**config.mk**
```make
export PLATFORM = sky130hd
export DESIGN_NAME = decode
export DESIGN_NICKNAME = d
export VERILOG_FILES = /design/src/rtl/decode.sv
export SDC_FILE = /design/constraint.sdc
export NUM_CORES = 1
export LEC_CHECK = 0
export BUFFER_PORTS_ARGS = -buffer_cell sky130_fd_sc_hd__buf_2
export CORE_ASPECT_RATIO = 0.9
export CORE_MARGIN = 4
export CORE_UTILIZATION = 45
export CTS_CLUSTER_SIZE = 25
export DETAILED_ROUTE_END_ITERATION = 8
export GPL_TIMING_DRIVEN = 0
export MAX_ROUTING_LAYER = met4
export PLACE_DENSITY = 0.84
export SYNTH_ARGS = -nofsm -noshare
export SYNTH_HDL_FRONTEND = slang
export SYNTH_SLANG_ARGS = --single-unit
```
**constraint.sdc**
```tcl
create_clock -name clk -period 1.3 [get_ports clk]
set_clock_uncertainty 0.15 [all_clocks]
set_input_delay 0.195 -clock clk [delete_from_list [all_inputs] [get_ports clk]]
set_output_delay 0.195 -clock clk [all_outputs]
set_load 0.1 [all_outputs]
```
**src/rtl/decode.sv**
```systemverilog
// RV32I(+M) decode stage: combinational register-file read addresses plus a
// registered, stallable decode of the fetched instruction.
module decode #(
  parameter int unsigned ENABLE_MUL = 0
) (
  input  logic        clk,
  input  logic        reset,
  input  logic [31:0] pc_in,
  input  logic [31:0] next_pc_in,
  input  logic [31:0] instruction_in,
  input  logic        valid_in,
  input  logic        stall,
  input  logic        invalidate,
  output logic [4:0]  rs1_address,
  output logic [4:0]  rs2_address,
  output logic [31:0] pc_out,
  output logic [31:0] next_pc_out,
  output logic [4:0]  rs1_address_out,
  output logic [4:0]  rs2_address_out,
  output logic [4:0]  rd_address_out,
  output logic [31:0] imm_out,
  output logic [2:0]  funct3_out,
  output logic [15:0] ctrl_out,
  output logic        valid_out
);

  typedef enum logic [4:0] {
    OPC_LOAD     = 5'b00000,
    OPC_MISC_MEM = 5'b00011,
    OPC_OP_IMM   = 5'b00100,
    OPC_AUIPC    = 5'b00101,
    OPC_STORE    = 5'b01000,
    OPC_OP       = 5'b01100,
    OPC_LUI      = 5'b01101,
    OPC_BRANCH   = 5'b11000,
    OPC_JALR     = 5'b11001,
    OPC_JAL      = 5'b11011,
    OPC_SYSTEM   = 5'b11100
  } opcode_e;

  // instruction[31:7] of the privileged funct3=0 SYSTEM encodings
  typedef enum logic [24:0] {
    SYS_ECALL  = 25'h0000000,
    SYS_EBREAK = 25'h0002000,
    SYS_MRET   = 25'h0604000,
    SYS_WFI    = 25'h020A000
  } sys_e;

  typedef struct packed {
    logic illegal;
    logic mret;
    logic ebreak;
    logic ecall;
    logic mul;
    logic csr;
    logic store;
    logic load;
    logic jalr;
    logic jal;
    logic branch;
    logic src_b_imm;
    logic src_a_zero;
    logic src_a_pc;
    logic alu_alt;
    logic rd_write;
  } ctrl_t;

  opcode_e     opcode;
  logic [2:0]  funct3;
  logic [6:0]  funct7;
  logic [4:0]  rd_field;
  logic [31:0] imm_i, imm_s, imm_b, imm_u, imm_j, imm_z;

  ctrl_t       dec_ctrl;
  logic [31:0] dec_imm;
  logic [2:0]  dec_funct3;
  logic        use_rs1, use_rs2, use_rd, ill;
  logic [4:0]  dec_rs1, dec_rs2, dec_rd;
  logic        load_new;

  assign rs1_address = instruction_in[19:15];
  assign rs2_address = instruction_in[24:20];

  assign opcode   = opcode_e'(instruction_in[6:2]);
  assign funct3   = instruction_in[14:12];
  assign funct7   = instruction_in[31:25];
  assign rd_field = instruction_in[11:7];

  assign imm_i = {{20{instruction_in[31]}}, instruction_in[31:20]};
  assign imm_s = {{20{instruction_in[31]}}, instruction_in[31:25], instruction_in[11:7]};
  assign imm_b = {{19{instruction_in[31]}}, instruction_in[31], instruction_in[7],
                  instruction_in[30:25], instruction_in[11:8], 1'b0};
  assign imm_u = {instruction_in[31:12], 12'b0};
  assign imm_j = {{11{instruction_in[31]}}, instruction_in[31], instruction_in[19:12],
                  instruction_in[20], instruction_in[30:21], 1'b0};
  assign imm_z = {20'b0, instruction_in[31:20]};

  always_comb begin
    dec_ctrl   = '0;
    dec_imm    = '0;
    dec_funct3 = funct3;
    use_rs1    = 1'b0;
    use_rs2    = 1'b0;
    use_rd     = 1'b0;
    ill        = 1'b0;

    if (instruction_in[1:0] != 2'b11) begin
      ill = 1'b1;
    end else begin
      case (opcode)
        OPC_LUI: begin
          dec_ctrl.src_a_zero = 1'b1;
          dec_ctrl.src_b_imm  = 1'b1;
          dec_imm    = imm_u;
          dec_funct3 = '0;
          use_rd     = 1'b1;
        end
        OPC_AUIPC: begin
          dec_ctrl.src_a_pc  = 1'b1;
          dec_ctrl.src_b_imm = 1'b1;
          dec_imm    = imm_u;
          dec_funct3 = '0;
          use_rd     = 1'b1;
        end
        OPC_JAL: begin
          dec_ctrl.jal       = 1'b1;
          dec_ctrl.src_a_pc  = 1'b1;
          dec_ctrl.src_b_imm = 1'b1;
          dec_imm    = imm_j;
          dec_funct3 = '0;
          use_rd     = 1'b1;
        end
        OPC_JALR: begin
          dec_ctrl.jalr      = 1'b1;
          dec_ctrl.src_b_imm = 1'b1;
          dec_imm = imm_i;
          use_rs1 = 1'b1;
          use_rd  = 1'b1;
          ill     = (funct3 != 3'd0);
        end
        OPC_BRANCH: begin
          dec_ctrl.branch    = 1'b1;
          dec_ctrl.src_a_pc  = 1'b1;
          dec_ctrl.src_b_imm = 1'b1;
          dec_imm = imm_b;
          use_rs1 = 1'b1;
          use_rs2 = 1'b1;
          ill     = (funct3[2:1] == 2'b01);
        end
        OPC_LOAD: begin
          dec_ctrl.load      = 1'b1;
          dec_ctrl.src_b_imm = 1'b1;
          dec_imm = imm_i;
          use_rs1 = 1'b1;
          use_rd  = 1'b1;
          ill     = (funct3 == 3'd3) || (funct3[2:1] == 2'b11);
        end
        OPC_STORE: begin
          dec_ctrl.store     = 1'b1;
          dec_ctrl.src_b_imm = 1'b1;
          dec_imm = imm_s;
          use_rs1 = 1'b1;
          use_rs2 = 1'b1;
          ill     = (funct3 > 3'd2);
        end
        OPC_OP_IMM: begin
          dec_ctrl.src_b_imm = 1'b1;
          dec_ctrl.alu_alt   = (funct3 == 3'd5) && instruction_in[30];
          dec_imm = imm_i;
          use_rs1 = 1'b1;
          use_rd  = 1'b1;
          if (funct3 == 3'd1)
            ill = (funct7 != 7'h00);
          else if (funct3 == 3'd5)
            ill = (funct7 != 7'h00) && (funct7 != 7'h20);
        end
        OPC_OP: begin
          use_rs1 = 1'b1;
          use_rs2 = 1'b1;
          use_rd  = 1'b1;
          case (funct7)
            7'h00: ;
            7'h20: begin
              if ((funct3 == 3'd0) || (funct3 == 3'd5))
                dec_ctrl.alu_alt = 1'b1;
              else
                ill = 1'b1;
            end
            7'h01: begin
              if (ENABLE_MUL != 0)
                dec_ctrl.mul = 1'b1;
              else
                ill = 1'b1;
            end
            default: ill = 1'b1;
          endcase
        end
        OPC_MISC_MEM: ;
        OPC_SYSTEM: begin
          if (funct3 == 3'd0) begin
            case (instruction_in[31:7])
              SYS_ECALL:  dec_ctrl.ecall  = 1'b1;
              SYS_EBREAK: dec_ctrl.ebreak = 1'b1;
              SYS_MRET:   dec_ctrl.mret   = 1'b1;
              SYS_WFI:    ;
              default:    ill = 1'b1;
            endcase
          end else if (funct3 == 3'd4) begin
            ill = 1'b1;
          end else begin
            dec_ctrl.csr = 1'b1;
            dec_imm = imm_z;
            use_rs1 = ~funct3[2];
            use_rd  = 1'b1;
          end
        end
        default: ill = 1'b1;
      endcase
    end

    // An illegal word collapses to the single illegal flag and no operands.
    if (ill) begin
      dec_ctrl         = '0;
      dec_ctrl.illegal = 1'b1;
      use_rs1          = 1'b0;
      use_rs2          = 1'b0;
      use_rd           = 1'b0;
    end
    dec_ctrl.rd_write = use_rd && (rd_field != 5'd0);
  end

  assign dec_rs1  = use_rs1 ? instruction_in[19:15] : '0;
  assign dec_rs2  = use_rs2 ? instruction_in[24:20] : '0;
  assign dec_rd   = dec_ctrl.rd_write ? rd_field : '0;
  assign load_new = valid_in && !invalidate;

  always_ff @(posedge clk or negedge reset) begin
    if (!reset) begin
      pc_out          <= '0;
      next_pc_out     <= '0;
      rs1_address_out <= '0;
      rs2_address_out <= '0;
      rd_address_out  <= '0;
      imm_out         <= '0;
      funct3_out      <= '0;
      ctrl_out        <= '0;
      valid_out       <= 1'b0;
    end else if (!stall) begin
      pc_out          <= pc_in;
      next_pc_out     <= next_pc_in;
      rs1_address_out <= dec_rs1;
      rs2_address_out <= dec_rs2;
      rd_address_out  <= dec_rd;
      imm_out         <= dec_imm;
      funct3_out      <= dec_funct3;
      ctrl_out        <= load_new ? 16'(dec_ctrl) : '0;
      valid_out       <= load_new;
    end
  end

endmodule
```
==> results of run 1 <==
==> kinds of logic after synthesis <==
family / Yosys count / share of synthesized area [%]
AO/OA/AOI/OAI: 114 / 16.0
XOR/XNOR: 1 / 0.155
buffers and inverters: 45 / 3.71
flip-flops: 130 / 57.5
multiplexers: 64 / 12.7
other: 1 / 0.0662
AND/OR/NAND/NOR: 99 / 9.88
==> cell usage after synthesis (2+ instances only) <==
master	count	area share, %
a21oi_1	17	1.5
nor2b_1	3	0.33
or2_2	2	0.22
nor3b_1	2	0.27
o2111ai_1	2	0.31
nand2_1	41	2.7
nor2_1	17	1.1
o21ai_0	11	0.97
a32o_1	9	1.6
nand2b_1	3	0.33
or4_1	3	0.40
mux2_2	64	13
inv_1	7	0.46
a22o_1	25	3.9
o31ai_1	4	0.53
and2_1	2	0.22
o21ai_1	11	0.97
o2111ai_4	2	0.93
nor4_1	2	0.22
dfrtp_1	130	57
a221o_1	11	1.9
nor4_4	2	0.75
nand3_1	3	0.27
a22oi_1	6	0.80
a211oi_1	2	0.27
buf_4	11	1.5
o22ai_1	2	0.22
nor3_1	6	0.53
o211ai_2	2	0.44
and3_1	2	0.22
clkbuf_1	26	1.7
==> what timing repair did <==
| item | CTS |
|---|---|
| hold buffers | 85 |
| gates cloned | 2 |
| gates resized for setup | 475 |
| buffers inserted | 39 |
| pin swaps | 21 |
| hold endpoints to repair | 148 |
| setup endpoints to repair | 193 |
==> layer usage <==
| metal | global-route usage, % | overflow |
|---|---|---|
| met1 | 83.0 | 1 |
| met2 | 104 | 277 |
| met3 | 69.2 | 7 |
| met4 | 91.7 | 114 |
| met5 | - | - |
==> metrics by stage <==
step	instances	worst slack, ns	setup TNS [ns]
floorplan	454	-0.945	-34.79
global placement	853	-1.83	-297.26
detailed placement	854	-1.36	-73.54
CTS	1011	-0.806	-32.85
==> impl_metrics.tcl, run 1 <==
set metrics [dict create \
    status "did not finish" \
    haltStage "5_1_grt" \
    error "[ERROR GRT-0232] Routing congestion too high. Check the congestion heatmap in the GUI." \
    cts_num_sinks 130 \
    grt_use_total_pct 87.3 \
    synthesis.instances 454 \
    endpoint_type "register data pin" \
    die_w_um 126 \
    antenna_found_initial 8 \
    postGrtWorstEndpoint "rs2_address_out[3]$_DFFE_PN0N_/D" \
    port_buffers 239 \
    start_util_pct 46.5 \
    root_buffer "clkbuf_16" \
    synth_area_um2 5660 \
    gr-total-overflow 399 \
    syn_nets 555 \
    die_h_um 114 \
    yosysWarnings 0 \
    synthFlopType "dfrtp_1" \
    io_pins 242 \
    synth_cell_types 55 \
    syn_area_per_cell_um2 12.5 \
    ys_ff_latch 130 \
    grt_max_degree 82 \
    place_area_um2 7370 \
    htreeDepth 4 \
    numCtsBuffers 17 \
    yosysSeqAreaShare_pct 57.5 \
    cts_buffer_depth 2 \
    dp_hpwl_um 13800 \
    ys_async_sr_fraction_pct 100 \
    routabilityCongestion 0.960 \
    rows 38 \
    synth_edf_count 0 \
]
==> inputs of run 2 (changes only) <==
==> config.mk (replaced) <==
export PLATFORM = sky130hd
export DESIGN_NAME = decode
export DESIGN_NICKNAME = d
export VERILOG_FILES = /design/src/rtl/decode.sv
export SDC_FILE = /design/constraint.sdc
export NUM_CORES = 1
export LEC_CHECK = 0
export BUFFER_PORTS_ARGS = -buffer_cell sky130_fd_sc_hd__buf_2
export CORE_MARGIN = 4
export CORE_UTILIZATION = 30
export DETAILED_ROUTE_END_ITERATION = 8
export GPL_TIMING_DRIVEN = 0
export PLACE_DENSITY_LB_ADDON = 0.15
export SYNTH_ARGS = -nofsm -noshare
export SYNTH_HDL_FRONTEND = slang
export SYNTH_SLANG_ARGS = --single-unit
==> run 2 against run 1 <==
Compared with the run above: the flow now finishes, with violations (negative setup slack); area after synthesis unchanged; synthesized cell count unchanged.
==> impl_metrics.tcl, run 2 <==
set metrics [dict create \
    status "finished, violations left" \
    violations "negative setup slack" \
    rsz0062_at_grt "true" \
    num_vias 5544 \
    wl_per_cell_um 21.0 \
    synth_largest_area_cell "dfrtp_1" \
    port_buffers 239 \
    worst_pin_slew_ns 0.818 \
    antenna_found_initial 1 \
    dp_hpwl_um 14200 \
    drive_gt1_share_pct 61.7 \
    cp-end-kind "flop" \
    drc 0 \
    internal-power_mw 8.93 \
    final_common_cell "buf_12" \
    numCtsBuffers 17 \
    leakage_nw 5.08 \
    layout.cells.non_filler 1098 \
    yosysSeqAreaShare_pct 57.5 \
    cts_num_sinks 130 \
    ys_top_cells_by_area "dfrtp_1 (57%), mux2_2 (13%), a22o_1 (3.9%)" \
    synth_most_common_cell "dfrtp_1" \
    finalSetupViolCount 187 \
    routabilityCongestion 0.880 \
    ant_nets 0 \
    synth_commonest_cells "dfrtp_1 (130), mux2_2 (64), nand2_1 (41), clkbuf_1 (26), a22o_1 (25)" \
    grt_use_total_pct 20.9 \
    worstPathArrival_ns 2.33 \
    min_period_ns 2.13 \
    ys_ff_latch 130 \
    root_buffer "clkbuf_16" \
    die_h_um 145 \
    synth_edf_count 0 \
    combPwrFrac_pct 30.6 \
    setup_slack_ns -0.828 \
    syn2layout_area_growth_pct 102 \
    hold_viol 0 \
    synthFlopType "dfrtp_1" \
    totalWireLength_um 23000 \
    top_regs "imm_out: 32 flops, next_pc_out: 32 flops, pc_out: 32 flops" \
    p_per_area_nw_per_um2 1190 \
    dp_cells 923 \
    num-nets-final 957 \
    gr-total-overflow 0 \
    relSlewSlack_pct 45.3 \
    netlist.area_leader.share_pct 57.5 \
    clk_latency_ns 0.41 \
    grt_max_degree 85 \
    startpoint_type "input pin" \
    dieArea_um2 21100 \
    hold_class "input pin to flop" \
    critPathRequiredTime_ns 1.50 \
    multi_input_area_um2 2400 \
    drtIter0Drc 263 \
    rows 49 \
    seqCellArea_um2 3340 \
    io_pins 242 \
    coreArea_um2 18300 \
    yosysWarnings 0 \
    syn_nets 555 \
    synth_cell_types 55 \
    viasPerCell 5.05 \
    synthesis.instances 454 \
    ys_async_sr_fraction_pct 100 \
    cap_viol_max_count 0 \
    slew_violations 0 \
    timing.final.crit_share_pct 164 \
    start_util_pct 31.0 \
    max_freq_mhz 470 \
    synth_area_um2 5660 \
    die_w_um 145 \
    htreeDepth 4 \
    p_seq_share_pct 33.4 \
    syn_area_per_cell_um2 12.5 \
    grt_pass1_vias 6048 \
    p_clk_share_pct 36.1 \
    grt_first_pass_wirelength_um 35000 \
    cts_buffer_depth 2 \
    layout_common_cells "buf_12 (119), buf_2 (102), dlygate4sd3_1 (90)" \
    first_pass_iters 5 \
    crit_type "input pin to flop" \
    tns_ns -33.52 \
    cts_tree "built" \
    cp_max_fo 4 \
    clk_pin_slew_ns 0.06 \
    antenna_cells 0 \
    p_sw_share_pct 34.7 \
    ir_drop_mv 0.868 \
    nFillCells 1365 \
    power_switching_mw 4.75 \
    p_total_mw 13.7 \
]
## run 2: layout make-up
cell class | count | area share [%]
repair buffers | 383 | 39.1
flip-flops and latches | 130 | 29.2
multi-input cells | 280 | 21.0
clock buffers | 20 | 3.90
plain buffers | 37 | 2.79
well taps | 229 | 2.50
clock inverters | 12 | 1.38
inverters | 7 | 0.262
## run 2: critical path, stage by stage
cell       delay (ns)
buf_8            0.10
or4_4            0.58
or3_4            0.39
o2111ai_4        0.24
o2111ai_4        0.22
buf_4            0.20
nor4_4           0.22
a22o_1           0.19
## run 2: timing repair
action | CTS | global route
endpoints found under the hold margin | 149 | 0
cloned | 0 | 2
buffers inserted | 36 | 16
setup endpoints to repair | 192 | 279
gates resized for setup | 453 | 105
pin swaps | 29 | 9
hold buffers | 90 | 0
## run 2: cell families after synthesis
kind of cell	after synthesis	synth area share (%)
AO/OA/AOI/OAI	114	16.0
XOR/XNOR	1	0.155
buffers and inverters	45	3.71
flip-flops	130	57.5
multiplexers	64	12.7
other	1	0.0662
AND/OR/NAND/NOR	99	9.88
## run 2: metrics by stage
step	cell area, um^2	setup slack (ns)	utilization (%)	hold slack (ns)
global route	11500	-0.837	62.7	0.0159
detailed placement	7450	-1.41	40.8	0.0106
floorplan	5940	-0.945	-	-0.251
global placement	7420	-2.10	40.6	0.277
CTS	10900	-0.802	59.5	0.000955
finish	11500	-0.828	62.7	0.0238
## run 2: path summary, 6_finish.rpt
check | start | endpoint | slack [ns] | cells past startpoint
max | instruction_in[25] | ctrl_out[13]$_DFFE_PN0N_ | -0.83 | 8
min | instruction_in[0] | funct3_out[2]$_DFFE_PN0N_ | 0.02 | 4
max reg2reg | imm_out[20]$_DFFE_PN0N_ | imm_out[20]$_DFFE_PN0N_ | 0.01 | 3
min reg2reg | pc_out[26]$_DFFE_PN0N_ | pc_out[26]$_DFFE_PN0N_ | 0.38 | 1
max in group asynchronous | reset | pc_out[29]$_DFFE_PN0N_ | 0.22 | 3
min in group asynchronous | reset | ctrl_out[4]$_DFFE_PN0N_ | 0.13 | 2
## run 2: power by group through the flow
stage | combinational [mW] | clock (mW) | sequential [mW]
floorplan | 0.698 | 0 | 6.18
global placement | 3.11 | 0 | 4.48
detailed placement | 3.13 | 0 | 4.49
CTS | 3.84 | 5.03 | 4.50
global route | 4.31 | 5.24 | 4.59
finish | 4.18 | 4.93 | 4.56
## run 2: per-layer routing
layer | global-route usage [%] | part of all wire (%) | vias up | wire length [um]
met4 | 7.60 | 2.9 | 2 | 671
met5 | 0 | 0.030 | - | 7
met3 | 5.51 | 5.7 | 44 | 1320
li1 | - | - | 2477 | -
met1 | 26.5 | 41 | 2789 | 9440
met2 | 34.7 | 50 | 232 | 11600
No activity file was read; power rests on OpenSTA's default activity.
==> inputs of run 3 (changes only) <==
--- a/config.mk
+++ b/config.mk
@@ -5,6 +5,7 @@
 export SDC_FILE = /design/constraint.sdc
 export NUM_CORES = 1
 export LEC_CHECK = 0
+export ABC_AREA = 1
 export BUFFER_PORTS_ARGS = -buffer_cell sky130_fd_sc_hd__buf_2
 export CORE_MARGIN = 4
 export CORE_UTILIZATION = 30
==> constraint.sdc (replaced) <==
create_clock -name clk -period 2.3 [get_ports clk]
set_clock_uncertainty 0.15 [all_clocks]
set_input_delay 0.345 -clock clk [delete_from_list [all_inputs] [get_ports clk]]
set_output_delay 0.345 -clock clk [all_outputs]
set_load 0.1 [all_outputs]
==> run 3 against run 2 <==
Compared with the run above: the run now ends clean; first-iteration DRC count up 17%; sequential share of layout area up 7.4 points; area after synthesis increased by 7.4%; global-route usage down 1.3 points; cell count grew 23%; combinational power fell by 59%; critical path depth decreased by 3; highest routed layer is now met4.
==> impl_metrics.tcl, run 3 <==
set metrics [dict create \
    cts_buffer_depth 2 \
    cts_num_sinks 130 \
    layout.cells.non_filler 1354 \
    grt_max_degree 93 \
    crit_buf_inv 3 \
    dp_cells 1259 \
    p_clk_share_pct 40.8 \
    max_stage_delay_ns 0.59 \
    dieArea_um2 22600 \
    cp_common_cell "clkbuf_1" \
    grt_use_met2_pct 31.3 \
    post-place-ws_ns 0.0696 \
    ant_nets 0 \
    cp_max_fo 10 \
    grt_first_pass_wirelength_um 34100 \
    min_period_ns 1.78 \
    power_switching_mw 2.54 \
    cts_tree "built" \
    root_buffer "clkbuf_16" \
    dp_hpwl_um 16000 \
    worstPathArrival_ns 1.95 \
    use_met3_pct 5.87 \
    port_buffers 238 \
    p_per_area_nw_per_um2 795 \
    layout_common_cells "nand2_1 (341), buf_2 (242), dfrtp_1 (130)" \
    place_area_um2 7630 \
    viasPerCell 4.43 \
    grt_use_total_pct 19.6 \
    hold_viol 0 \
    syn_nets 856 \
    crit_type "input pin to flop" \
    synthFlopType "dfrtp_1" \
    synth_commonest_cells "nand2_1 (341), dfrtp_1 (130), nor2_1 (49), inv_1 (43), nand3_1 (29)" \
    gr-total-overflow 0 \
    num-nets-final 1177 \
    gr-usage-met1_pct 25.8 \
    num_vias 5999 \
    clk_latency_ns 0.41 \
    relSlewSlack_pct 52.3 \
    max_freq_mhz 563 \
    yosysSeqAreaShare_pct 53.5 \
    die_h_um 150 \
    first_pass_iters 5 \
    leakage_nw 5.03 \
    antenna_cells 0 \
    synth_most_common_cell "nand2_1" \
    cts_setup_buffers 0 \
    cap_viol_max_count 0 \
    final_common_cell "nand2_1" \
    io_pins 242 \
    final_area_um2 8890 \
    netlist.area_leader.share_pct 53.5 \
    totalWireLength_um 21600 \
    syn2layout_area_growth_pct 46.3 \
    htreeDepth 4 \
    slew_violations 0 \
    drc 0 \
    top_regs "imm_out: 32 flops, next_pc_out: 32 flops, pc_out: 32 flops" \
    rsz0062_at_grt "false" \
    drtIter0Drc 307 \
    tns_ns 0 \
    setup_slack_ns 0.524 \
    antenna_found_initial 0 \
    clk_pin_slew_ns 0.06 \
    cp_top_family "buffers and inverters" \
    grt_pass1_vias 6203 \
    startpoint_type "input pin" \
    synth_area_um2 6080 \
    synth_largest_area_cell "dfrtp_1" \
    combPwrFrac_pct 24.3 \
    start_util_pct 30.8 \
    top_usage_layer "met2" \
    ys_ff_latch 130 \
    timing.final.crit_share_pct 77.2 \
    worst_pin_slew_ns 0.716 \
    die_w_um 150 \
    status "complete, no violations" \
    cp-end-kind "flop" \
    ir_drop_mv 0.460 \
    routabilityCongestion 0.857 \
    synth_edf_count 0 \
    ys_async_sr_fraction_pct 100 \
    crit_slowest_cell "clkbuf_1" \
    ys_top_cells_by_area "dfrtp_1 (54%), nand2_1 (21%), nor2_1 (3.0%)" \
    hold_class "input pin to flop" \
    yosysWarnings 0 \
    p_sw_share_pct 36.0 \
    wl_per_cell_um 16.0 \
    syn_area_per_cell_um2 8.05 \
    numCtsBuffers 17 \
    internal-power_mw 4.52 \
    critPathRequiredTime_ns 2.48 \
    synth_cell_types 33 \
    coreArea_um2 19700 \
    finalSetupViolCount 0 \
    rows 51 \
    drive_gt1_share_pct 29.8 \
    synthesis.instances 755 \
    p_seq_share_pct 34.9 \
    cp_cell_sequence "clkbuf_1 -> clkbuf_1 -> clkbuf_1 -> nand2_1 -> o31ai_4" \
]
==> run 3: cell types whose count changed in the layout (fill, tap and decap cells not counted), moves of 38 or more <==
| cell | delta |
|---|---|
| nand2_1 | +302 |
| buf_2 | +140 |
| buf_12 | -119 |
| dfrtp_1 | +69 |
| dfrtp_2 | -69 |
| mux2_2 | -64 |
| buf_4 | -49 |
| nor2_1 | +38 |
==> run 3: final timing paths <==
| check | startpoint | endpoint | slack [ns] | depth (start not counted) |
|---|---|---|---|---|
| setup / recovery | stall | imm_out[31]$_DFFE_PN0N_ | 0.52 | 5 |
| hold reg to reg | pc_out[9]$_DFFE_PN0N_ | pc_out[9]$_DFFE_PN0N_ | 0.32 | 2 |
| max in group asynchronous | reset | valid_out$_DFFE_PN0N_ | 0.91 | 3 |
| min in group asynchronous | reset | imm_out[9]$_DFFE_PN0N_ | 0.25 | 2 |
| hold / removal | next_pc_in[0] | next_pc_out[0]$_DFFE_PN0N_ | 0.03 | 3 |
| setup reg to reg | imm_out[22]$_DFFE_PN0N_ | imm_out[22]$_DFFE_PN0N_ | 1.38 | 2 |
==> run 3: repair_timing <==
item,in CTS,in global routing
resized for setup,0,0
setup endpoints to repair,0,0
hold buffers,63,0
hold endpoints to repair,100,0
==> run 3: tightest hold or removal path, stage by stage <==
cell     delay (ns)
buf_2          0.08
nand2_1        0.07
nand2_1        0.07
==> run 3: through the flow <==
stage	hold WS (ns)	total power [mW]	util (%)
after CTS	0.0116	7.15	45.1
after detailed placement	0.131	4.14	38.7
after global placement	0.308	4.13	38.5
after global routing	0.0238	7.37	45.1
final	0.0300	7.06	45.1
after floorplan	-0.101	3.72	-
==> run 3: routing by layer <==
layer	part of all wire, %	wire length, um
met1	44	9570
met2	46	10000
met3	7.5	1610
met4	2.0	434
met5	0	0
==> run 3: cell families after synthesis <==
logic type	share of synthesized area (%)
and+or+nand+nor	32.8
other	0.0617
buffers and inverters	7.51
DFF	53.5
AOI/OAI and AO/OA	6.11
==> run 3: power groups by stage <==
stage | Combinational [mW] | Clock, mW | Sequential (mW)
2_1_floorplan | 0.367 | 0 | 3.35
3_3_place_gp | 1.63 | 0 | 2.50
3_5_place_dp | 1.65 | 0 | 2.50
4_1_cts | 1.73 | 2.96 | 2.46
5_1_grt | 1.82 | 3.07 | 2.48
6_report | 1.72 | 2.88 | 2.46
==> run 3: cell type report <==
cell class,count,area [um^2]
Tap cell,265,332
Multi-Input combinational cell,531,2370
Clock inverter,13,173
Buffer,47,278
Timing Repair Buffer,302,1860
Fill cell,1991,10800
Clock buffer,19,453
Sequential cell,130,3250
Inverter,47,179
